==> config.mk <==
export PLATFORM = sky130hd
export DESIGN_NAME = alu32_arbiter
export DESIGN_NICKNAME = d
export VERILOG_FILES = /design/src/rtl/alu32_arbiter.sv
export SDC_FILE = /design/constraint.sdc
export NUM_CORES = 1
export LEC_CHECK = 0
export ABC_AREA = 0
export CORE_ASPECT_RATIO = 1.4
export CORE_MARGIN = 8
export CORE_UTILIZATION = 38
export CTS_CLUSTER_DIAMETER = 200
export CTS_CLUSTER_SIZE = 14
export DETAILED_ROUTE_END_ITERATION = 6
export MAX_ROUTING_LAYER = met4
export PLACE_DENSITY = 0.92
export REMOVE_ABC_BUFFERS = 1
export SLEW_MARGIN = 5
export SYNTH_ARGS = -nofsm -noshare
export SYNTH_HDL_FRONTEND = slang
export SYNTH_SLANG_ARGS = --single-unit
==> constraint.sdc <==
create_clock -name clock -period 3.7 [get_ports clock]
set_input_delay 0.555 -clock clock [delete_from_list [all_inputs] [get_ports clock]]
set_output_delay 0.555 -clock clock [all_outputs]
set_load 0.005 [all_outputs]
==> src/rtl/alu32_arbiter.sv <==
// Round-robin valid/ready front end that shares one 32-bit ALU between two requesters.
// Optional per-requester sticky overflow bits are enabled with ALU_ARB_STICKY_OVF_EN.
module alu32_arbiter (
    input  logic        clock,
    input  logic        reset,
    input  logic        req0_valid,
    input  logic        req1_valid,
    output logic        req0_ready,
    output logic        req1_ready,
    input  logic [31:0] req0_A,
    input  logic [31:0] req0_B,
    input  logic [31:0] req1_A,
    input  logic [31:0] req1_B,
    input  logic [2:0]  req0_control,
    input  logic [2:0]  req1_control,
    output logic        resp_valid,
    input  logic        resp_ready,
    output logic        resp_id,
    output logic [31:0] resp_out,
    output logic        resp_overflow,
    output logic        resp_zero,
    output logic        resp_negative,
    output logic [31:0] alu_A,
    output logic [31:0] alu_B,
    output logic [2:0]  alu_control,
    input  logic [31:0] alu_out,
    input  logic        alu_overflow,
    input  logic        alu_zero,
    input  logic        alu_negative
`ifdef ALU_ARB_STICKY_OVF_EN
    ,
    output logic [1:0]  sticky_ovf,
    input  logic [1:0]  ovf_clear
`endif
);

    typedef enum logic [1:0] {IDLE, EXEC, RESP} state_t;

    state_t      state_q, state_d;
    logic        last_grant_q, last_grant_d;
    logic        inflight_id_q, inflight_id_d;
    logic [31:0] alu_a_q, alu_a_d;
    logic [31:0] alu_b_q, alu_b_d;
    logic [2:0]  alu_ctl_q, alu_ctl_d;
    logic        resp_valid_q, resp_valid_d;
    logic        resp_id_q, resp_id_d;
    logic [31:0] resp_out_q, resp_out_d;
    logic        resp_ovf_q, resp_ovf_d;
    logic        resp_zero_q, resp_zero_d;
    logic        resp_neg_q, resp_neg_d;

    logic grant;
    logic accept;
    logic resp_fire;

    // On a tie the requester that did not win last time goes next.
    always_comb begin
        if (req0_valid && req1_valid) grant = ~last_grant_q;
        else                          grant = req1_valid;
    end

    assign accept    = (state_q == IDLE) && (req0_valid || req1_valid) && !reset;
    assign resp_fire = (state_q == RESP) && resp_valid_q && resp_ready;

    // State register
    always_ff @(posedge clock or posedge reset) begin
        if (reset) state_q <= IDLE;
        else       state_q <= state_d;
    end

    // Next-state logic
    always_comb begin
        state_d = state_q;
        case (state_q)
            IDLE:    if (accept)    state_d = EXEC;
            EXEC:                   state_d = RESP;
            RESP:    if (resp_fire) state_d = IDLE;
            default:                state_d = IDLE;
        endcase
    end

    // Output logic: readies are combinational and only for the granted requester
    always_comb begin
        req0_ready = 1'b0;
        req1_ready = 1'b0;
        if (state_q == IDLE && !reset) begin
            req0_ready = req0_valid && (grant == 1'b0);
            req1_ready = req1_valid && (grant == 1'b1);
        end
    end

    always_comb begin
        last_grant_d  = last_grant_q;
        inflight_id_d = inflight_id_q;
        alu_a_d       = alu_a_q;
        alu_b_d       = alu_b_q;
        alu_ctl_d     = alu_ctl_q;
        if (accept) begin
            last_grant_d  = grant;
            inflight_id_d = grant;
            alu_a_d       = grant ? req1_A       : req0_A;
            alu_b_d       = grant ? req1_B       : req0_B;
            alu_ctl_d     = grant ? req1_control : req0_control;
        end
    end

    always_comb begin
        resp_valid_d = resp_valid_q;
        resp_id_d    = resp_id_q;
        resp_out_d   = resp_out_q;
        resp_ovf_d   = resp_ovf_q;
        resp_zero_d  = resp_zero_q;
        resp_neg_d   = resp_neg_q;
        if (state_q == EXEC) begin
            resp_valid_d = 1'b1;
            resp_id_d    = inflight_id_q;
            resp_out_d   = alu_out;
            resp_ovf_d   = alu_overflow;
            resp_zero_d  = alu_zero;
            resp_neg_d   = alu_negative;
        end else if (resp_fire) begin
            resp_valid_d = 1'b0;
        end
    end

    always_ff @(posedge clock or posedge reset) begin
        if (reset) begin
            last_grant_q  <= 1'b1;
            inflight_id_q <= 1'b0;
            alu_a_q       <= '0;
            alu_b_q       <= '0;
            alu_ctl_q     <= '0;
            resp_valid_q  <= 1'b0;
            resp_id_q     <= 1'b0;
            resp_out_q    <= '0;
            resp_ovf_q    <= 1'b0;
            resp_zero_q   <= 1'b0;
            resp_neg_q    <= 1'b0;
        end else begin
            last_grant_q  <= last_grant_d;
            inflight_id_q <= inflight_id_d;
            alu_a_q       <= alu_a_d;
            alu_b_q       <= alu_b_d;
            alu_ctl_q     <= alu_ctl_d;
            resp_valid_q  <= resp_valid_d;
            resp_id_q     <= resp_id_d;
            resp_out_q    <= resp_out_d;
            resp_ovf_q    <= resp_ovf_d;
            resp_zero_q   <= resp_zero_d;
            resp_neg_q    <= resp_neg_d;
        end
    end

`ifdef ALU_ARB_STICKY_OVF_EN
    logic [1:0] sticky_q, sticky_d;
    logic [1:0] sticky_set;

    // Set is OR-ed in after the clear so a same-cycle set wins.
    always_comb begin
        sticky_set = 2'b00;
        if (state_q == EXEC && alu_overflow) sticky_set[inflight_id_q] = 1'b1;
        sticky_d = (sticky_q & ~ovf_clear) | sticky_set;
    end

    always_ff @(posedge clock or posedge reset) begin
        if (reset) sticky_q <= 2'b00;
        else       sticky_q <= sticky_d;
    end

    assign sticky_ovf = sticky_q;
`endif

    assign alu_A         = alu_a_q;
    assign alu_B         = alu_b_q;
    assign alu_control   = alu_ctl_q;
    assign resp_valid    = resp_valid_q;
    assign resp_id       = resp_id_q;
    assign resp_out      = resp_out_q;
    assign resp_overflow = resp_ovf_q;
    assign resp_zero     = resp_zero_q;
    assign resp_negative = resp_neg_q;

endmodule

# Word-level counts from Yosys, hierarchy flattened
# Cells that the tools add are included.
# classes
n_eq_ne,4
muxes,11
n_bitwise,2
n_reduce_logical,13
# op_table
cell,n
$mux W32,2
$logic_and A1 B1 Y1,8
$pmux W2 S3,1
$mux W1,5
$mux W2,2
$ne A2 B2 Y1 const B,2
$mux W3,1
$eq A2 B1 Y1 const B,1
$eq A2 B2 Y1 const B,1
$logic_not A2 Y1,1
$not A1 Y1,2
$reduce_and A2 Y1,1
$reduce_bool A2 Y1,1
$logic_not A1 Y1,1
$logic_or A1 B1 Y1,1
# totals
register_bits,108
in_bits,174
output_inout_bits,106
wordCells,42

# Longest topological paths before layout
# Gate-level depths: netlist of run 1.
# logic_depth
depth_word,5
ltp_mapped,6
ltp_nobuf,3

# Worst setup path after synthesis of run 1
# No wires, ideal clock.
# synth_path
path_kind,input to output
startpoint,input req0_valid
endpoint,output req0_ready
arrival_ps,1258
required_ps,3145
slack_ps,1887
stages,4
cell_sequence,clkinv_1 > buf_2 > buf_1 > nor3_1
# synth_via
elab_chain_len,5
# synth_lines
item,line,source
"start, declared",6,"input logic req0_valid,"
$logic_and A1 B1 Y1,58,if (req0_valid && req1_valid) grant = ~last_grant_q;
$mux W1,58,
$not A1 Y1,87,req0_ready = req0_valid && (grant == 1'b0);
$logic_and A1 B1 Y1 (*),87,
$mux W1 (*),86,if (state_q == IDLE && !reset) begin
"end, declared",8,"output logic req0_ready,"
# Mark *: on every way between the ends. The rest lies on a longest branch, timed or not.

# Final worst setup path of run 1
# layout_path
startpoint,input reset
endpoint,output req0_ready
# layout_via
elab_chain_len,3
# layout_lines
item,line,source
"start, declared",5,"input logic reset,"
$logic_not A1 Y1 (no source line),n/a,
$logic_and A1 B1 Y1,86,
$mux W1,86,
# Every way passes these cells.

==> results of run 1 <==
==> synthesized netlist by cell type, drive strengths merged <==
master / number / share of area [%]
a21oi: 3 / 0.32
clkinv: 1 / 0.080
dfstp: 1 / 0.56
nor2: 3 / 0.40
a31oi: 1 / 0.13
nand2: 2 / 0.16
clkbuf: 18 / 1.4
a21bo: 1 / 0.21
a211o: 1 / 0.19
mux2: 36 / 8.7
nor2b: 3 / 0.40
or3: 1 / 0.24
o32ai: 67 / 13
inv: 2 / 0.16
dfrtp: 107 / 57
buf: 23 / 2.8
and2: 1 / 0.13
a21o: 1 / 0.16
a2bb2oi: 67 / 14
nor3: 2 / 0.21
==> placed cells by master (no fill, tap or decap) <==
| cell type | instances |
|---|---|
| a2bb2oi_1 | 56 |
| inv_1 | 1 |
| nor3_2 | 1 |
| clkbuf_1 | 2 |
| clkdlybuf4s50_1 | 279 |
| a21oi_1 | 3 |
| nor2b_4 | 2 |
| o32ai_1 | 67 |
| buf_12 | 1 |
| nor2_4 | 1 |
| clkinv_4 | 1 |
| or3_4 | 1 |
| a21bo_2 | 1 |
| inv_4 | 1 |
| mux2_2 | 36 |
| nor3_1 | 1 |
| nand2_1 | 2 |
| inv_2 | 1 |
| and2_1 | 1 |
| dfstp_2 | 1 |
| a2bb2oi_2 | 11 |
| a211o_1 | 1 |
| dfrtp_1 | 107 |
| bufinv_16 | 1 |
| a31oi_1 | 1 |
| clkbuf_8 | 2 |
| nor2b_1 | 1 |
| nor2_1 | 2 |
| buf_4 | 7 |
| clkinvlp_4 | 1 |
| clkbuf_16 | 9 |
| a21o_1 | 1 |
==> report_power, final <==
part,internal [uW],switching (uW),leakage [uW],total [uW]
Clock,564,405,0.000146,969
Sequential,1750,352,0.00120,2100
Combinational,1700,925,0.00165,2630
==> worst max-delay path by stage <==
| stage | start | to | slack, ns |
|---|---|---|---|
| after global placement | reset | req0_ready | 0.98 |
| after global routing | reset | req0_ready | 0.88 |
| final | reset | req0_ready | 0.90 |
| after detailed placement | reset | req0_ready | 0.89 |
| after CTS | reset | req0_ready | 0.89 |
| after floorplan | reset | last_grant_q | -1.36 |
==> worst max-delay path, cell delays in order <==
cell and delay, ns:
clkdlybuf4s50_1 0.49, or3_4 0.40, nor3_1 0.23, clkdlybuf4s50_1 0.57
==> metal layers <==
| metal | wire, um | vias up |
|---|---|---|
| met5 | 0 | - |
| met4 | 395 | 0 |
| met3 | 1389 | 29 |
| met2 | 8940 | 185 |
| met1 | 6117 | 2118 |
| li1 | - | 1896 |
==> registers in the layout (all words and copies together) (netlist names), 2 cells and up <==
| name | cells |
|---|---|
| alu_A | 32 |
| alu_B | 32 |
| resp_out | 32 |
| alu_control | 3 |
| state_q | 2 |
==> through the flow <==
stage	hold slack, ns	power, uW	worst slack [ns]	std cells
floorplan	0.4703	3100	-1.360	300
global route	0.5211	6015	0.8764	753
CTS	0.5136	5767	0.8943	753
finish	0.5076	5699	0.8980	753
detailed placement	0.4983	4774	0.8899	737
global placement	0.4892	4642	0.9780	737
==> layout make-up <==
cell class              instances  share of cell area (%)
clock buffers                  13                   3.309
clock inverters                 3                  0.5886
inverters                       3                  0.1750
multi-input cells             189                   22.73
flip-flops and latches        108                   34.38
well taps                     150                   2.386
repair buffers                287                   36.43
==> kinds of logic (layout without fill, tap and decap cells) <==
logic type | Yosys count | in the layout | synth area share (%)
buffers and inverters | 44 | 306 | 4.515
DFF | 108 | 108 | 57.73
muxes | 36 | 36 | 8.656
AOI/OAI and AO/OA | 141 | 141 | 27.54
and+or+nand+nor | 12 | 12 | 1.550
==> results.md, run 1 <==
- Once detailed placement completed, the half-perimeter wirelength came to 12.81 mm.
- The top-level I/O count is 280.
- The filler cells instantiated in the layout total 915.
- The total setup buffers inserted after CTS is 0.
- The die covers 16180 sq um.
- The worst hold path terminates at resp_negative.
- The initial cell density of the core is 38.41%.
- The multi-input combinational cells in the finished layout cover a total of 1788 sq um.
- In the final routed layout, each cell accounts on average for 22.37 um.
- For this run, the detailed router's first-pass iteration total came to 4.
- The number of distinct library cells after synthesis is 24.
- The tree is rooted in a clkbuf_16.
- Derived from the worst setup path, the maximum achievable clock frequency is 356.9 MHz.
- The post-CTS resize count is 0.
- The H-tree depth is 3.
- The number of diodes is 0.
- In this run, post-CTS hold repair placed 0 buffers.
- In the final layout, flip-flops and latches occupy 2704 sq um.
- The worst hold path stage count is 1.
- In this run the core area contains 48 standard-cell rows.
- The reg-to-reg critical path startpoint is state_q[1].
- The CTS tree is done.
- The source-to-sink clock delay at the later pin of the worst-skew pair is 0.34 ns.
- The final number of max-transition violations is 0.
- The DRC violation count after routing is 0.
- IR analysis of the VDD net gives a maximum drop of 468.7 uV.
- In this run the most critical hold path is launched from resp_negative.
- The number of buffers inserted during clock tree synthesis is 9.
- The maximum count of clock buffers along a single path is 2.
- In the routed layout, each cell is associated on average with a via count of 5.615.
- Setup repair after global routing left no endpoint under its margin.
- The met1 routing resource usage after global routing is 22.04%.
- The power density relative to cell area is 724.6 nW/um^2.
- The flow ran to the end, and the final reports show no timing, DRC or antenna violations.
- The via count of the first global-routing pass is 4656.
- At the pin with the least slew margin, the transition time is 1.039 ns.
- The share of the Yosys chip area taken by registers is 57.73%.
- The routability-driven placement congestion ratio is 0.8336.
- The relative slew slack is 30.58%.
- Setup violations remaining at the end of the flow were counted as 0.
- Global routing used 5.436% of the available met3 tracks.
- The share of layout cells above drive strength 1 is 12.94%.
- The layer with the highest usage after global routing is met2.
- The path depth of the worst reg2reg path is 4.
- Summed over all cells, the static leakage comes to 0.003002 uW.
- The initial antenna violation count is 0.
- In this run the mean area of a mapped cell was 13.73 sq um.
- The tool flagged a number of max-cap violations equal to 0.
- The total count of hold-check failures in the final report is 0.
- For met2 alone, demand over resource in global routing was 35.60%.
- The register bit count reported by yosys is 108.
- In the global route stage, overall resource usage came out at 20.76%.
- The worst register-to-register path ends at alu_A[27].
- The worst min-delay path category is reg -> reg.
- The worst setup path is captured at a primary output.
- Subtracting the final worst setup slack from the clock period gives 2.802 ns.
- The synthesized netlist occupies a cell area of 4683 sq um.
- Cells fill 64.51% of the core in the end.
- The first-pass GRT wire length is 25.69 mm.
- Clock skew on the completed layout was measured at 0.01249 ns.
- At the end of the flow, the number of nets in the layout was 772.
- The worst setup slack for register-to-register paths is 1.58 ns.
- The design area is 7865 sq um.
- The post-synthesis to final-layout area growth is 67.94%.
- The detailed-route wire length is 16.84 mm.
- The critical path startpoint category is an input port.
- Global routing finished with a remaining overflow of 0.
- The DRC marker count from the first detailed-route iteration is 215.
- The pin count of the biggest net entering global routing is 70.
- Buffers placed on the I/O ports in this run total 279.
- In this run the remaining antenna-violating nets after routing total 0.
- The routed layout has 4228 vias.
- In this run the cell area measured after placement is 7559 sq um.
- Measured along the x axis, the die boundary spans 109.8 um.
- At the worst endpoint, the required time is 3.14 ns.
- Clock tree synthesis found a total of 108 sinks.
- Synthesis produced 341 cells.
- The clock-pin transition on the worst setup and hold timing paths is 0.07 ns.
- For this run, the number of Yosys warnings is 0.
- Setup total negative slack on the finished layout was measured at 0 ns.
- In this run the worst path has a maximum fanout of 4.
- The region available for standard cell placement spans 12190 sq um.
- The die is 147.4 um tall.
- After layout, the worst path uses 75.73% of the clock period.
- Data on the critical path arrives at its endpoint at 2.25 ns.
- The type of the worst setup path is in -> out.
Note: power is estimated with default switching activity, not from simulation.
==> inputs of run 2 (changes only) <==
==> constraint.sdc (replaced) <==
create_clock -name clock -period 2.7 [get_ports clock]
set_input_delay 0.405 -clock clock [delete_from_list [all_inputs] [get_ports clock]]
set_output_delay 0.405 -clock clock [all_outputs]
set_load 0.005 [all_outputs]
==> run 2 against run 1 <==
First-iteration DRC count down 44%. Sequential share of layout area down 0.098 points. Count of clock-buffer cells in the layout down 1. Critical path depth unchanged. Combinational power up 39%. Global-route usage up 0.18 points. Non-clock buffer count up 2. Clock skew down 0.0022 ns. Largest power group unchanged.
==> results.md, run 2 (synthesis results as in run 1) <==
- The via count is 4251 (was 4228).
- The highest clock frequency the design can meet is 408.5 MHz.
- The horizontal extent of the die is 109.8 um (unchanged).
- The first-pass GRT wire length came to 25.79 mm (was 25.69 mm).
- The number of routed nets with antenna violations is 0 (unchanged).
- The kind of capture point of the worst setup path is a primary output (unchanged).
- The post-route clock skew is 0.01033 ns (was 0.01249 ns).
- The CTS sink count is 108 (unchanged).
- The type of the worst setup path is in -> out (unchanged).
- The total congestion overflow is 0 (unchanged).
- The average wire per cell in the routed design came to 22.50 um (was 22.37 um).
- The post-CTS resize count is 0 (unchanged).
- The die height came to 147.4 um (unchanged).
- The setup-violating endpoint count in the final report is 0 (unchanged).
- The worst min-delay path category is reg -> reg (unchanged).
- The pin slew with the least headroom to its limit is 0.7445 ns (was 1.039 ns).
- The total setup buffers inserted after CTS came to 0 (unchanged).
- RSZ-0062 raised after global routing: false (unchanged).
- Run status: finished, final reports clean (unchanged).
- The layout filler cell count came to 906 (was 915).
- The number of max-cap violations is 0 (unchanged).
- The source-to-sink clock delay at the later pin of the worst-skew pair is 0.33 ns (was 0.34 ns).
- The leading cell type in the layout, fill and taps excluded is clkdlybuf4s50_1 (unchanged).
- The routability-driven placement congestion ratio is 0.8124 (was 0.8336).
- The cell count after placement was 739 (was 737).
- The share of layout cells above drive strength 1 is 13.06% (was 12.94%).
- The top-level I/O count is 280 (unchanged).
- The maximum fanout count along the critical path is 4 (unchanged).
- The post-cts hold buffer count is 0 (unchanged).
- The DRC marker count from the first detailed-route iteration is 120 (was 215).
- The floorplan core area is 12190 sq um (unchanged).
- The clock-pin transition on the worst setup and hold timing paths was 0.07 ns (about the same).
- The initial cell density of the core is 38.41% (unchanged).
- The buffer cell driving the clock tree root is clkbuf_16 (unchanged).
- The number of buffers inserted during clock tree synthesis is 9 (unchanged).
- The via density per instance is 5.630 (was 5.615).
- The maximum count of clock buffers along a single path is 2 (unchanged).
- The data required time at the worst endpoint was 2.30 ns (was 3.14 ns).
- The number of buffer cells added on primary ports is 279 (unchanged).
- The pin count of the biggest net entering global routing is 69 (was 70).
- Commonest cells after routing, fill and taps aside: clkdlybuf4s50_1, dfrtp_1, o32ai_1 (unchanged).
- The power consumption is 7794 uW (was 5699 uW).
- The power density relative to cell area is 988.2 nW/um^2 (was 724.6 nW/um^2).
- The maximum vdd drop came to 545.6 uV (was 468.7 uV).
- The global routing usage summed across all routing layers is 20.93% (was 20.76%).
- The initial antenna violation count is 0 (unchanged).
- The post-synthesis to final-layout area growth is 68.42% (was 67.94%).
- For the finished layout, the period the worst path requires is 2.448 ns.
- The H-tree depth is 3 (unchanged).
- The via count of the first global-routing pass is 4725 (was 4656).
- The static leakage is 0.003003 uW (was 0.003002 uW).
- The critical path startpoint category is an input port (unchanged).
- The placed wire-length estimate came to 13.01 mm (was 12.81 mm).
- The detailed-route wire length came to 16.99 mm (was 16.84 mm).
- The arrival time reported for the critical path endpoint is 2.04 ns (was 2.25 ns).
- The total number of nets in the final design was 774 (was 772).
- The number of diodes is 0 (unchanged).
- The count of standard-cell rows is 48 (unchanged).
- The area of the die is 16180 sq um (unchanged).
- The relative slew slack came to 50.37% (was 30.58%).
- The end-of-flow core utilization is 64.70% (was 64.51%).
- The final cell count without fillers was 755 (was 753).
- The total count of hold-check failures in the final report is 0 (unchanged).
- The number of optimization iterations in the first detailed-route pass is 4 (unchanged).
- The ratio of final minimum period to clock period is 90.66%.
- The DRC violation count after routing is 0 (unchanged).
- The CTS tree is done (unchanged).
- The final number of max-transition violations is 0 (unchanged).
[run 2: changes by cell type in the layout (fill, tap and decap cells not counted), sizes merged]
cell      change
buf           +2
clkinvlp      +2
clkbuf        -1
clkinv        -1
[run 2: area by class of cell]
type                    instances  area (sq um)  area share (%)
well taps                     150         187.7           2.379
multi-input cells             189          1788           22.67
inverters                       3         13.76          0.1745
clock inverters                 4         52.55          0.6662
flip-flops and latches        108          2704           34.28
clock buffers                  12         236.5           2.998
repair buffers                289          2905           36.83
[run 2: metrics by stage]
| stage | hold slack, ns | setup TNS [ns] | instance area (sq um) | setup WS, ns |
|---|---|---|---|---|
| after floorplan | 0.4703 | -197.86 | 4483 | -2.274 |
| after global placement | 0.4884 | 0 | 7599 | 0.2763 |
| after detailed placement | 0.4955 | 0 | 7599 | 0.2619 |
| after CTS | 0.5118 | 0 | 7888 | 0.2619 |
| after global routing | 0.5319 | 0 | 7888 | 0.2243 |
| final | 0.5094 | 0 | 7888 | 0.2521 |
[run 2: worst paths after layout]
path                                     end          from  slack [ns]  cells past startpoint
max in group asynchronous         state_q[1]         reset        1.49                      3
worst min-delay path            resp_out[30]  resp_out[30]        0.51                      1
worst max-delay path              req1_ready         reset        0.25                      4
min in group asynchronous          alu_A[17]         reset        0.55                      2
worst min register to register  resp_out[30]  resp_out[30]        0.51                      1
worst max register to register     alu_B[26]  last_grant_q        0.81                      4
[run 2: worst max-delay path: stages]
cell,delay (ns)
clkdlybuf4s50_1,0.49
or3_4,0.39
nor2_1,0.21
clkdlybuf4s50_1,0.55
[run 2: layer usage]
layer | up-vias | part of all wire, % | global-route usage, %
met5 | - | 0 | -
met3 | 36 | 7.7 | 5.305
li1 | 1901 | - | -
met4 | 0 | 2.9 | 7.322
met2 | 197 | 54 | 36.68
met1 | 2117 | 36 | 21.86
[run 2: where the power goes]
group	total [uW]	switching [uW]	internal, uW
combinational	3650	1290	2360
clock	1270	550	721
sequential	2870	480	2400
==> inputs of run 3 (changes only) <==
--- a/config.mk
+++ b/config.mk
@@ -6,6 +6,7 @@
 export NUM_CORES = 1
 export LEC_CHECK = 0
 export ABC_AREA = 0
+export CAP_MARGIN = 20
 export CORE_ASPECT_RATIO = 1.4
 export CORE_MARGIN = 8
 export CORE_UTILIZATION = 38
@@ -13,7 +14,7 @@
 export CTS_CLUSTER_SIZE = 14
 export DETAILED_ROUTE_END_ITERATION = 6
 export MAX_ROUTING_LAYER = met4
-export PLACE_DENSITY = 0.92
+export PLACE_DENSITY = 0.85
 export REMOVE_ABC_BUFFERS = 1
 export SLEW_MARGIN = 5
 export SYNTH_ARGS = -nofsm -noshare
==> run 3 against run 2 <==
Critical path depth unchanged. Maximum frequency grew 1.3%. Worst hold slack got worse by 0.11 ns. Register-to-register slack better by 0.11 ns. Sequential share of layout area increased by 0.076 points.
==> results.md, run 3 (synthesis results as in run 1) <==
- The post-synthesis to final-layout area growth came to 68.05% (was 68.42%).
- The worst hold margin came to 0.3986 ns (was 0.5094 ns).
- The power consumption is 7688 uW (was 7794 uW).
- The ratio of final minimum period to clock period was 89.51% (was 90.66%).
- The total setup buffers inserted after CTS is 0 (unchanged).
- The pin slew with the least headroom to its limit is 0.7317 ns (was 0.7445 ns).
- The portion of total power attributed to sequential cells is 37.3% (was 36.9%).
- The endpoint of the lowest-slack register-to-register path is alu_B[24] (was alu_B[26]).
- The capturing element of the worst setup path is req0_ready (was req1_ready).
- The via count of the first global-routing pass is 4717 (was 4725).
- The number of diodes is 0 (unchanged).
- The average wire per cell in the routed design is 22.21 um (was 22.50 um).
- The H-tree depth is 3 (unchanged).
- The top-level I/O count is 280 (unchanged).
- The routability-driven placement congestion ratio was 0.8582 (was 0.8124).
- The maximum vdd drop was 655.3 uV (was 545.6 uV).
- The power density relative to cell area came to 976.9 nW/um^2 (was 988.2 nW/um^2).
- The reg-to-reg critical path startpoint is state_q[1] (was last_grant_q).
- The CTS sink count is 108 (unchanged).
- The clock-pin transition on the worst setup and hold timing paths is 0.07 ns (about the same).
- The area of the die came to 16180 sq um (unchanged).
- The footprint of the multi-input gates came to 1788 sq um (unchanged).
- The clock share of power is 15.3% (was 16.3%).
- The layout filler cell count is 955 (was 906).
- The initial antenna violation count is 0 (unchanged).
- RSZ-0062 raised after global routing: false (unchanged).
- The critical path's largest stage delay is 0.53 ns (was 0.55 ns).
- Run status: finished, final reports clean (unchanged).
- The via count is 4207 (was 4251).
- The arrival time reported for the critical path endpoint is 2.01 ns (was 2.04 ns).
- The internal portion of total power is 5376 uW (was 5473 uW).
- The worst setup slack for register-to-register paths was 0.92 ns (was 0.81 ns).
- The setup TNS came to 0 ns (unchanged).
- The part of the power in combinational logic was 47.4% (was 46.8%).
- The pin count of the biggest net entering global routing is 68 (was 69).
- The total stage count of the critical path is 4 (unchanged).
- The initial cell density of the core is 38.41% (unchanged).
- The type of the worst setup path is in -> out (unchanged).
- The source-to-sink clock delay at the later pin of the worst-skew pair is 0.34 ns (was 0.33 ns).
- The DRC marker count from the first detailed-route iteration came to 161 (was 120).
- The relative slew slack is 51.22% (was 50.37%).
- The critical path startpoint category is an input port (unchanged).
- The post-CTS resize count is 0 (unchanged).
- The post-route clock skew is 0.009310 ns (was 0.01033 ns).
- The cell with the largest stage delay on the worst path is clkdlybuf4s50_1 (unchanged).
- The share of layout cells above drive strength 1 is 13.25% (was 13.06%).
- The final number of max-transition violations is 0 (unchanged).
- The number of buffer cells added on primary ports is 279 (unchanged).
- The die height came to 147.4 um (unchanged).
- The floorplan core area is 12190 sq um (unchanged).
- The static leakage came to 0.003002 uW (was 0.003003 uW).
- The most common cell type on the critical path was clkdlybuf4s50_1 (unchanged).
- The cell type group with the largest total delay on the critical path is buffers and inverters (unchanged).
- The first-pass GRT wire length is 25.07 mm (was 25.79 mm).
- The placed instance area is 7611 sq um (was 7599 sq um).
- The post-cts hold buffer count is 0 (unchanged).
- The switching fraction of total power came to 30.07% (was 29.78%).
- The total congestion overflow came to 0 (unchanged).
- The detailed-route wire length is 16.75 mm (was 16.99 mm).
- The count of standard-cell rows came to 48 (unchanged).
- The final critical-path required period was 2.417 ns (was 2.448 ns).
- The DRC violation count after routing is 0 (unchanged).
- The buffer cell driving the clock tree root is clkbuf_16 (unchanged).
- The number of optimization iterations in the first detailed-route pass is 4 (unchanged).
- The worst min-delay path category is in -> async (was reg -> reg).
- The number of buffer and inverter instances along the worst setup path is 2 (unchanged).
- The placed wire-length estimate is 12.54 mm (was 13.01 mm).
- Commonest cells after routing, fill and taps aside: clkdlybuf4s50_1, dfrtp_1, o32ai_1 (unchanged).
- The design area is 7870 sq um (was 7888 sq um).
- The leading cell type in the layout, fill and taps excluded is clkdlybuf4s50_1 (unchanged).
- The data required time at the worst endpoint was 2.30 ns (about the same).
- The via density per instance is 5.580 (was 5.630).
- The number of max-cap violations was 0 (unchanged).
- The total net switching power was 2312 uW (was 2322 uW).
- The origin of the worst setup path was reset (unchanged).
- The total number of nets in the final design is 774 (unchanged).
- The maximum count of clock buffers along a single path came to 2 (unchanged).
- The global routing usage summed across all routing layers is 20.45% (was 20.93%).
- The kind of capture point of the worst setup path is a primary output (unchanged).
- The CTS tree is done (unchanged).
- The number of routed nets with antenna violations is 0 (unchanged).
- The number of buffers inserted during clock tree synthesis is 9 (unchanged).
- The flip-flop and latch area is 2704 sq um (unchanged).
- The highest clock frequency the design can meet came to 413.8 MHz (was 408.5 MHz).
- The horizontal extent of the die is 109.8 um (unchanged).
- The total count of hold-check failures in the final report came to 0 (unchanged).
- The setup-violating endpoint count in the final report is 0 (unchanged).
- Ordered cell list for the critical path: clkdlybuf4s50_1, or3_4, nor3_1, clkdlybuf4s50_1 (was clkdlybuf4s50_1, or3_4, nor2_1, clkdlybuf4s50_1).
- The maximum fanout count along the critical path is 4 (unchanged).
- The path depth of the worst reg2reg path is 4 (unchanged).
-- run 3: through the flow --
step	setup slack (ns)	util (%)	cells
after floorplan	-2.274	-	300
after global placement	0.2900	62.43	739
after detailed placement	0.2731	62.43	739
after CTS	0.2725	64.55	754
after global routing	0.1526	64.55	754
final	0.2832	64.55	754
-- run 3: area by class of cell --
| class | instances | area share, % |
|---|---|---|
| multi-input cells | 189 | 22.72 |
| clock inverters | 5 | 0.3816 |
| repair buffers | 289 | 37.07 |
| well taps | 150 | 2.385 |
| inverters | 3 | 0.1749 |
| clock buffers | 10 | 2.909 |
| flip-flops and latches | 108 | 34.36 |
-- run 3: worst min path at each step --
stage | cells past startpoint | start | slack (ns) | to
final | 2 | reset | 0.40 | alu_A[27]
after global routing | 2 | reset | 0.41 | alu_A[27]
after CTS | 2 | reset | 0.39 | alu_A[27]
after detailed placement | 1 | resp_out[16] | 0.49 | resp_out[16]
after global placement | 1 | resp_out[12] | 0.49 | resp_out[12]
after floorplan | 1 | inflight_id_q | 0.47 | inflight_id_q
-- run 3: metal layers --
metal  GRT usage, %  vias to the layer above  wire, um
li1               -                     1901         -
met1          21.41                     2064      6161
met2          35.24                      207      8697
met3          4.735                       35      1381
met4          9.017                        0       506
met5              -                        -         0
-- run 3: power by group through the flow --
stage               clock [uW]  combinational (uW)  sequential, uW
finish                    1180                3640            2870
global route              1270                3870            2970
CTS                       1210                3700            2870
detailed placement           0                3680            2890
global placement             0                3590            2840
floorplan                    0                1360            2890
